`config.mk`:
```
export PLATFORM = sky130hd
export DESIGN_NAME = pwm_duty_ramp
export DESIGN_NICKNAME = d
export VERILOG_FILES = /design/src/rtl/pwm_duty_ramp.sv
export SDC_FILE = /design/constraint.sdc
export NUM_CORES = 1
export LEC_CHECK = 0
export ABC_AREA = 1
export CAP_MARGIN = 20
export CORE_ASPECT_RATIO = 1.75
export CORE_MARGIN = 5
export CORE_UTILIZATION = 50
export DETAILED_ROUTE_END_ITERATION = 8
export PLACE_DENSITY = 0.81
export SYNTH_ARGS = -nofsm -noshare
export SYNTH_HDL_FRONTEND = slang
export SYNTH_SLANG_ARGS = --single-unit
```
`constraint.sdc`:
```
create_clock -name clk -period 3.65 [get_ports clk]
set_input_delay 0.365 -clock clk [delete_from_list [all_inputs] [get_ports clk]]
set_output_delay 0.365 -clock clk [all_outputs]
set_load 0.01 [all_outputs]
```
`src/rtl/pwm_duty_ramp.sv`:
```
// Slew-rate limiter for the PWM11 duty input: moves the applied duty toward the
// accepted target by at most STEP counts, changing it only at PWM frame boundaries.
module pwm_duty_ramp #(
    parameter int unsigned STEP             = 16,
    parameter int unsigned PERIODS_PER_STEP = 1
) (
    input  logic        clk,
    input  logic        rst,
    input  logic        en,
    input  logic [10:0] tgt_duty,
    input  logic        tgt_vld,
    output logic        tgt_rdy,
    output logic [10:0] duty,
    output logic        period_start,
    output logic        ramping,
    output logic        off
);

    typedef enum logic [1:0] {
        ST_OFF,
        ST_IDLE,
        ST_RAMP,
        ST_STOP
    } state_t;

    localparam logic [11:0] STEP12    = 12'(STEP);
    localparam logic [7:0]  SKIP_LAST = 8'(PERIODS_PER_STEP - 1);

    logic [10:0] cnt_q, cnt_d;
    logic [7:0]  skip_q, skip_d;
    logic [10:0] target_q, target_d;
    logic [10:0] duty_q, duty_d;
    state_t      state_q, state_d;

    logic        step_b;
    logic        xfer;
    logic [10:0] eff;
    logic [11:0] duty12, eff12, sum12, diff12, dec12;
    logic [10:0] step_duty;

    always_ff @(posedge clk) begin
        if (rst) begin
            cnt_q    <= '0;
            skip_q   <= '0;
            target_q <= '0;
            duty_q   <= '0;
            state_q  <= ST_OFF;
        end else begin
            cnt_q    <= cnt_d;
            skip_q   <= skip_d;
            target_q <= target_d;
            duty_q   <= duty_d;
            state_q  <= state_d;
        end
    end

    // Datapath: frame counter, boundary skipping, handshake and step arithmetic.
    always_comb begin
        period_start = (cnt_q == 11'h7FF);
        step_b       = period_start && (skip_q == SKIP_LAST);
        cnt_d        = cnt_q + 11'd1;
        skip_d       = skip_q;
        if (period_start) begin
            skip_d = step_b ? 8'd0 : skip_q + 8'd1;
        end

        tgt_rdy  = en && (state_q != ST_STOP);
        xfer     = tgt_vld && tgt_rdy;
        target_d = xfer ? tgt_duty : target_q;

        // Widened to 12 bits so duty+STEP and duty-STEP cannot wrap.
        eff       = en ? target_q : 11'd0;
        duty12    = {1'b0, duty_q};
        eff12     = {1'b0, eff};
        sum12     = duty12 + STEP12;
        diff12    = duty12 - eff12;
        dec12     = duty12 - STEP12;
        step_duty = duty_q;
        if (duty12 < eff12) begin
            step_duty = (sum12 > eff12) ? eff : sum12[10:0];
        end else if (duty12 > eff12) begin
            step_duty = (diff12 > STEP12) ? dec12[10:0] : eff;
        end
        duty_d = step_b ? step_duty : duty_q;
    end

    always_comb begin
        state_d = state_q;
        case (state_q)
            ST_OFF: begin
                if (en) begin
                    state_d = ST_IDLE;
                end
            end
            ST_IDLE: begin
                if (!en) begin
                    state_d = (duty_q != 11'd0) ? ST_STOP : ST_OFF;
                end else if (duty_d != eff) begin
                    state_d = ST_RAMP;
                end
            end
            ST_RAMP: begin
                if (!en) begin
                    state_d = ST_STOP;
                end else if (duty_d == eff) begin
                    state_d = ST_IDLE;
                end
            end
            ST_STOP: begin
                if (en) begin
                    state_d = ST_RAMP;
                end else if (step_b && (duty_d == 11'd0)) begin
                    state_d = ST_OFF;
                end
            end
            default: state_d = ST_OFF;
        endcase
    end

    assign duty    = duty_q;
    assign ramping = (state_q == ST_RAMP) || (state_q == ST_STOP);
    assign off     = (state_q == ST_OFF);

endmodule

```
==> flow_results.org, run 1 <==
** Yosys
- Syn avg cell area :: around 6 µm²
- When the netlist entered floorplanning its net count stood at between 600 and 700.
- In this run the biggest area consumer among cell types represents between 20% and 30% of the synthesized area.
- Post-synthesis cell area :: roughly 3800 µm²
- Synthesis produced a netlist whose cell count is between 600 and 700.
- Counting flops with an async set or reset pin after synthesis yields a share of 0%.
- Yosys printed 0 warnings.
- Dominant register cell in the synthesized netlist :: sky130_fd_sc_hd__dfxtp_1
- Summing the areas of all fa, ha and maj instances in the mapped netlist gives 8.49% of the synthesized area.
- For this run, the register share of the synthesized area comes to 22.8%.
- Synth Register Bits :: 43
- Number of distinct library cells after synthesis :: ~40
- Simple logic cell fraction of the synthesized area :: 46.4%
- Largest family of logic cells by synthesized area :: simple AND/OR/NAND/NOR gates
- The portion of synthesized area spent on multiplexers is 0%.
- Number of enable-type register cells in the synthesized netlist :: 0
- Summing the areas of all compound-gate instances in the mapped netlist gives 8.92% of the synthesized area.
- Post-synthesis share of cell area spent on xor and xnor gates :: between 2 and 3%
- Ranked by total cell area, the synthesized netlist is headed by sky130_fd_sc_hd__dfxtp_1, sky130_fd_sc_hd__nand2_1, sky130_fd_sc_hd__nand3_1.
- Biggest area consumer among synthesized cells :: sky130_fd_sc_hd__dfxtp_1

** Finish
- The filler cells instantiated in the layout total 677.
- The area growth from synthesis to layout is 34.7%.
- Of the cells placed in the final design, the portion with a size suffix greater than 1 is between 20% and 30%.
- Combined area of the multi-input logic cells :: between 2000 and 3000 µm²
- Summing all flip-flop and latch instances after layout gives around 860 µm².
- Antenna diode count :: 0
- Final cell area excluding filler cells :: roughly 5000 µm²
- # nets final :: 763
- Cells fill about two thirds of the core in the end.

** Clock tree
- Buffer type at the clock tree root :: sky130_fd_sc_hd__clkbuf_16
- Clock-pin slew was measured on the worst setup and hold paths at ~60 ps.
- The clock drives 43 sinks.
- Number of H-tree levels :: 2
- CTS tree :: done
- Insertion delay of the later-clocked pin in the worst-skew pair :: around 290 ps
- Counting along the longest clock path gives a buffer depth of 2.
- The number of clock buffers added by TritonCTS is 5.

** Floorplan
- The core region is between 7000 and 8000 µm².
- In this run the horizontal extent of the chip is 75.7 µm.
- Initial cell density of the core :: 50.6%
- The die is between 100 and 150 µm tall.
- The initialized floorplan defines 42 standard-cell rows.
- Overall die area :: ~9500 µm²
- For this design the top-level I/O count stands at 30.

** Critical path
- Worst R2R End :: state_q[0]
- STA classifies the critical path startpoint as a flop.
- Number of buffers and inverters on the critical path :: 4
- At the worst endpoint, the required time is approximately 3900 ps.
- The worst setup path is captured at a flop.
- The most numerous cell type found on the critical path is sky130_fd_sc_hd__nand2_1.
- Critical path type :: flop to flop
- The critical path crosses 32 cells after its start point.
- For this design, the slowest cell found on the critical path is sky130_fd_sc_hd__dfxtp_1.
- Timing endpoint of the critical path :: state_q[0]
- The worst register-to-register path begins at duty[4].
- The setup check on the worst reg-to-reg path leaves a slack of 180 ps.
- The number of cells on the worst reg-to-reg path is 32.
- Critical path arrival :: roughly 3700 ps
- Worst Setup SP :: duty[4]
- Among cell families on the critical path, the largest total delay comes from simple AND/OR/NAND/NOR gates.
- In this run the worst path has a maximum fanout of 5.
- Largest stage delay on the critical path :: ~310 ps

** Power
- In this run, the clock network consumes about a third of the power.
- Sw Pwr :: roughly 500 µW
- The design draws 1550 µW.
- For this design the ratio of total power to cell area is between 300 and 400 nW/µm².
- Sequential cells burn 32.2% of the power.
- Cell-internal power :: between 1000 and 1500 µW
- Of the total power, the share spent switching nets is 32.4%.
- Summed over all cells, the static leakage comes to roughly 0.0026 µW.
- Maximum VDD drop :: 0.388 mV
- Per report_power, the combinational group accounts for between 30% and 40% of the total.

** Global routing
- Total global-route track usage :: between 20% and 30%
- Number of global-route vias before repair :: approximately 4300
- Entering global routing, the biggest net connects 17 pins.
- Global-route wire length before repair :: 19000 µm
- The number of antenna violations at the first check in global routing is 0.
- Global-route congestion overflow total :: 0

** STA
- At the pin with the least slew margin, the transition time is approximately 530 ps.
- For this run, the top clock speed supported by timing is 288 MHz.
- Headroom to the max-slew limit :: between 60 and 70%
- Final worst path period share :: a little over nine tenths
- The final hold violation count is 0.
- After layout, the worst setup slack is between 150 and 200 ps.
- Setup-violating endpoint count in the final report :: 0
- Clock Skews :: between 8 and 9 ps
- Min Tclk post-route :: approximately 3500 ps
- The count of final max-slew check failures came to 0.

** Routing
- For this run, design rule violations remaining after detail routing come to 0.
- For this block, the routed nets add up to approximately 12000 µm of wire.
- Number of optimization iterations in the first detailed-route pass :: 7
- Detailed routing inserted a total of about 4400 vias.
- Average vias per placed instance :: 5.37
- DR WL/cell :: between 10 and 15 µm
- Detail Route Antenna Nets :: 0
- DRT iter0 DRCs :: around 290

** Job
- Total of max-cap violations :: 0

** Placement
- Port buffering added 29 buffers.
- Post-place setup slack :: -323 ps
- The HPWL after detailed placement is around 9500 µm.
- Gp weighted congestion :: about 0.99
- After detailed placement, the total cell area comes to around 4700 µm².

** Min path
- Hold Crit Class :: flop to flop
- Worst Hold Path Cells :: 1

** Run status
- The flow ran to the end, and the final reports show no timing, DRC or antenna violations.
## repair_timing
action	in CTS	in global routing
hold buffers	0	0
resized for setup	3	53
gates cloned	0	1
pin swaps	1	30
setup endpoints to repair	2	2
setup buffers	1	3
## cell type report
cell class	instances	share of cell area [%]
well taps	88	2.17
multi-input cells	474	53.4
clock buffers	6	2.73
clock inverters	2	0.689
flip-flops and latches	43	16.9
repair buffers	104	17.0
inverters	95	7.11
## how the worst min path moves through the flow
stage	from	endpoint	slack, ps
2_1_floorplan	cnt_q[0]	cnt_q[0]	420
3_3_place_gp	cnt_q[0]	cnt_q[0]	430
3_5_place_dp	cnt_q[0]	cnt_q[0]	430
4_1_cts	cnt_q[0]	cnt_q[0]	450
5_1_grt	skip_q[7]	skip_q[7]	490
6_report	cnt_q[0]	cnt_q[0]	460
## Yosys cell counts, types with 3 or more instances
cell                       number
sky130_fd_sc_hd__nor3_1        10
sky130_fd_sc_hd__inv_1         84
sky130_fd_sc_hd__xor2_1         9
sky130_fd_sc_hd__a21oi_1       35
sky130_fd_sc_hd__nor2_4         4
sky130_fd_sc_hd__o21ai_0       13
sky130_fd_sc_hd__inv_2          8
sky130_fd_sc_hd__nand4_1        8
sky130_fd_sc_hd__nand2_2       17
sky130_fd_sc_hd__nand3_1       77
sky130_fd_sc_hd__nor2_2         3
sky130_fd_sc_hd__dfxtp_1       43
sky130_fd_sc_hd__o21ai_1        3
sky130_fd_sc_hd__o22ai_1        3
sky130_fd_sc_hd__clkbuf_1       8
sky130_fd_sc_hd__nor2_1        65
sky130_fd_sc_hd__nand2_1      174
sky130_fd_sc_hd__ha_1          24
sky130_fd_sc_hd__nand3_2        4
## worst register-to-register path, delay by kind of cell (launching register included)
kind	cells	cell delay, ps
buffers and inverters	4	400
and+or+nand+nor	27	2450
DFF	1	310
adders and majority gates	1	270
## sequential cells by signal, indices dropped and copies added (netlist names)
name / flops
cnt_q: 11
duty: 11
target_q: 11
skip_q: 8
state_q: 2
## per-layer routing
layer  up-vias  routed length (µm)  global-route usage, %
met2       149                6460                   48.0
li1       2191                   -                      -
met5         -                   0                      0
met1      1965                4110                   24.8
met3        57                 406                   2.41
met4         0                 829                   16.4
## cells in the final DEF, fill, tap and decap left out, types with 2 or more instances in the layout
cell type and count:
sky130_fd_sc_hd__a21o_1 2, sky130_fd_sc_hd__a21oi_1 34, sky130_fd_sc_hd__xnor2_1 2, sky130_fd_sc_hd__buf_4 72, sky130_fd_sc_hd__o21ai_0 12, sky130_fd_sc_hd__inv_4 2
sky130_fd_sc_hd__clkbuf_16 5, sky130_fd_sc_hd__o21ai_1 3, sky130_fd_sc_hd__nand3_1 69, sky130_fd_sc_hd__nand2_2 26, sky130_fd_sc_hd__xor2_1 9, sky130_fd_sc_hd__clkdlybuf4s50_1 28
sky130_fd_sc_hd__nand2_4 5, sky130_fd_sc_hd__o22ai_1 2, sky130_fd_sc_hd__ha_1 16, sky130_fd_sc_hd__dfxtp_1 43, sky130_fd_sc_hd__nand2_1 162, sky130_fd_sc_hd__nand3_2 11
sky130_fd_sc_hd__nor2_1 59, sky130_fd_sc_hd__nand3b_1 2, sky130_fd_sc_hd__o21ai_2 2, sky130_fd_sc_hd__nor2_4 7, sky130_fd_sc_hd__inv_2 12, sky130_fd_sc_hd__nand3_4 3
sky130_fd_sc_hd__nor2_2 6, sky130_fd_sc_hd__nand4_1 8, sky130_fd_sc_hd__or2_2 2, sky130_fd_sc_hd__ha_4 4, sky130_fd_sc_hd__a21oi_2 3, sky130_fd_sc_hd__nor3_1 9
sky130_fd_sc_hd__inv_1 80, sky130_fd_sc_hd__ha_2 4
## through the flow
stage / hold slack, ps / TNS (ps) / std cells
5_1_grt: 486 / -40.7 / 812
6_report: 457 / 0 / 812
2_1_floorplan: 418 / 0 / 623
3_5_place_dp: 435 / -631 / 799
3_3_place_gp: 430 / -554 / 799
4_1_cts: 454 / 0 / 808
## cell families (layout without fill, tap and decap cells)
group,Yosys count,in the layout
xor+xnor,11,11
buf+inv,106,207
compound gates,62,62
flops,43,43
fa+ha+maj,25,25
simple gates,376,376
## power groups by stage
stage	clock [µW]	sequential, µW	combinational (µW)
finish	522	500	529
global route	551	501	580
CTS	531	499	484
detailed placement	0	509	462
global placement	0	508	454
floorplan	0	505	300
(Power assumes the default switching activity.)
==> run 2, diff against run 1 <==
--- a/config.mk
+++ b/config.mk
@@ -13,4 +13,5 @@
 export DETAILED_ROUTE_END_ITERATION = 8
 export PLACE_DENSITY = 0.81
+export RECOVER_POWER = 100
 export SYNTH_ARGS = -nofsm -noshare
 export SYNTH_HDL_FRONTEND = slang
==> constraint.sdc (replaced) <==
create_clock -name clk -period 3.65 [get_ports clk]
set_input_delay 0.365 -clock clk [delete_from_list [all_inputs] [get_ports clk]]
set_output_delay 0.365 -clock clk [all_outputs]
set_load 0.05 [all_outputs]
==> run 2 against run 1 <==
Net effect:
- sequential share of layout area rose by 0.078 points
- power fell by 0.36%
- global-route usage fell by 0.30 points
- via count rose by 3.0%
- count of clock-buffer cells in the layout did not move
- die area did not move
- sequential cell count did not move
- final cell count fell by 0.99%
- combinational power rose by 5.5%
- sequential power barely moved
- clock skew fell by 4.0 ps
==> flow_results.org, run 2 (synthesis results as in run 1) <==
** Run status
- The flow ran to the end, and the final reports show no timing, DRC or antenna violations.

** Critical path
- The worst setup path is launched from a flop.
- Critical path arrival :: 3740 ps (+40 ps)
- The largest individual stage delay along the critical path comes from the cell sky130_fd_sc_hd__dfxtp_2.
- By instance count, the cell type seen most on the critical path is sky130_fd_sc_hd__nand2_1.
- Largest stage delay on the critical path :: 320 ps (about the same)
- Required time reported for the critical path endpoint :: 3870 ps (about the same)
- Critical Path Sink Type :: flop
- Delay-heaviest family, CP :: simple AND/OR/NAND/NOR gates
- Biggest fanout along the worst timing path :: 5 (unchanged)
- Critical path type :: flop to flop
- Number of buffers and inverters on the critical path :: 3 (-1)

** Global routing
- Number of global-route vias before repair :: 4426 (+2.0%)
- Pin count of the biggest net entering global routing :: 19 (+2)
- Total global-route track usage :: 25.3% (-0.30 points)
- Antenna violations before repair :: 0 (unchanged)
- The final global-route overflow total was 0 (unchanged).
- The first-pass GRT wire length was 19100 µm (+0.51%).

** Power
- Register share of total power :: 32.4% (+0.2 points)
- The net switching component of the power is 519 µW (+3.2%).
- Power density over the cells :: 304 nW/µm² (-0.33%)
- The clock group share of total power came to 31.5% (-2.2 points).
- Share of power burned in combinational logic :: 36.1% (+2.0 points)
- The leakage power total is 0.00259 µW (-1.0%).
- The peak supply drop was 0.339 mV (-12%).
- The cell-internal power is 1030 µW (-2.1%).
- Overall power consumption :: 1550 µW (-0.36%)
- Net Sw Frac :: 33.6% (+1.2 points)

** Floorplan
- The area enclosed by the die boundary was 9460 µm² (unchanged).
- The I/O pin count is 30 (unchanged).
- Die outline width :: 75.7 µm (unchanged)
- Initial cell density of the core :: 50.6% (unchanged)
- The chip height was 125 µm (unchanged).
- Std cell rows :: 42 (unchanged)
- Placeable core region :: 7460 µm² (unchanged)

** Clock tree
- The clock edge transition at the registers on the reported setup and hold paths came to 60 ps (about the same).
- The clock tree buffer depth is 2 (unchanged).
- Number of H-tree levels :: 2 (unchanged)
- Number of CTS-inserted buffers :: 5 (unchanged)
- The cts-stage hold buffer count is 0 (unchanged).
- The clock network latency to the later pin of the worst-skew pair was 280 ps (about the same).
- In this run the clock root is driven by a sky130_fd_sc_hd__clkbuf_16.
- CTS Sinks :: 43 (unchanged)
- CTS tree :: done

** Placement
- The HPWL after detailed placement is 9330 µm (-1.7%).
- The number of cells in the design after placement was 788 (-1.4%).
- The post-placement cell area came to 4570 µm² (-1.8%).
- Port buffer count :: 29 (unchanged)
- The global placer's final weighted congestion was 0.988 (-0.16%).

** Finish
- Final cell area excluding filler cells :: 5080 µm² (about the same)
- Layout overhead on the synthesized area :: 34.7% (about the same)
- The fraction of layout instances using a drive strength above 1 is 24.0% (-0.56 points).
- Final Core Density :: 68.1% (about the same)
- Non-filler instance count after layout :: 804 (-0.99%)
- Most common cell after layout, fill and taps aside :: sky130_fd_sc_hd__nand2_1
- Commonest cells after routing, fill and taps aside :: sky130_fd_sc_hd__nand2_1, sky130_fd_sc_hd__inv_1, sky130_fd_sc_hd__nand3_1
- # nets final :: 756 (-0.92%)
- The number of inserted diodes is 0 (unchanged).

** STA
- Clock Skews :: 4.54 ps (-4.01 ps)
- Final worst path period share :: 96.3% (+1.2 points)
- Count of pins over their slew limit :: 0 (unchanged)
- The final setup violation count was 0 (unchanged).
- The worst-margin pin slew was 697 ps (+164 ps).
- The final period demand of the worst path came to 3520 ps (+43.3 ps).
- Maximum operating frequency :: 284 MHz (-1.2%)
- The tightest slew margin relative to the limit is 53.4% (-11 points).
- The total negative slack for setup checks is 0 ps (unchanged).
- Final count of hold timing violations :: 0 (unchanged)

** Routing
- The number of antenna-violating nets in the routed design came to 0 (unchanged).
- The via count normalized by instance count came to 5.59 (+4.0%).
- Wire length after detailed routing :: 12100 µm (+2.4%)
- The number of DRC violations after detailed-routing iteration 0 came to 241 (-17%).
- The via count of the routed design was 4491 (+3.0%).
- Number of optimization iterations in the first detailed-route pass :: 7 (unchanged)
- DRC violation count after routing :: 0 (unchanged)
- The average routed wire per standard cell was 15.0 µm (+3.5%).

** Job
- Total of max-cap violations :: 0 (unchanged)

** Min path
- Hold Crit Class :: flop to flop
[run 2: changes by cell type in the layout (fill, tap and decap cells not counted), moves of 2 or more]
| cell | delta |
|---|---|
| sky130_fd_sc_hd__nor2_1 | +3 |
| sky130_fd_sc_hd__clkbuf_1 | +2 |
| sky130_fd_sc_hd__a21oi_4 | +2 |
| sky130_fd_sc_hd__buf_6 | +3 |
| sky130_fd_sc_hd__buf_4 | -12 |
| sky130_fd_sc_hd__a21oi_1 | -2 |
| sky130_fd_sc_hd__dfxtp_1 | -3 |
| sky130_fd_sc_hd__nor2_2 | -2 |
| sky130_fd_sc_hd__dfxtp_2 | +3 |
[run 2: cell type report]
type                            instances  area [µm²]
Multi-Input combinational cell        474        2750
Tap cell                               88         110
Fill cell                             632        2380
Clock inverter                          1        30.0
Clock buffer                            6         129
Timing Repair Buffer                   97         837
Sequential cell                        43         865
Inverter                               95         364
[run 2: power by group through the flow]
stage | sequential, µW | combinational [µW] | clock [µW]
2_1_floorplan | 505 | 327 | 0
6_report | 500 | 558 | 487
3_5_place_dp | 509 | 472 | 0
4_1_cts | 500 | 490 | 494
5_1_grt | 503 | 608 | 518
3_3_place_gp | 508 | 461 | 0
[run 2: layer usage]
layer / track usage [%] / share of wire [%]
met5: 0 / 0
met4: 17.8 / 7.8
met3: 2.81 / 4.9
met2: 46.4 / 53
met1: 24.5 / 34
[run 2: final timing paths]
check	start	to	slack, ps	depth (start not counted)
max	duty[4]	state_q[0]	130	29
min	cnt_q[0]	cnt_q[0]	450	1
max reg2reg	duty[4]	state_q[0]	130	29
min reg2reg	cnt_q[0]	cnt_q[0]	450	1
[run 2: metrics by stage]
stage          hold WS, ps  worst slack (ps)
6_report               449               134
2_1_floorplan          418               232
3_5_place_dp           437              -289
5_1_grt                485              -175
4_1_cts                452              11.8
3_3_place_gp           426              -176
[run 2: worst register-to-register path: cells and delay by family (launching register included)]
| family | cells | cell delay, ps |
|---|---|---|
| AND/OR/NAND/NOR | 24 | 2500 |
| flip-flops | 1 | 320 |
| buffers and inverters | 3 | 260 |
| adder cells (fa/ha/maj) | 1 | 260 |
| AO/OA/AOI/OAI | 1 | 100 |
[run 2: timing repair]
item,4_1_cts,5_1_grt
pin swaps,1,31
hold endpoints to repair,0,0
gates cloned,0,1
endpoints found under the setup margin,2,2
gates resized for setup,4,59
setup buffers,1,7
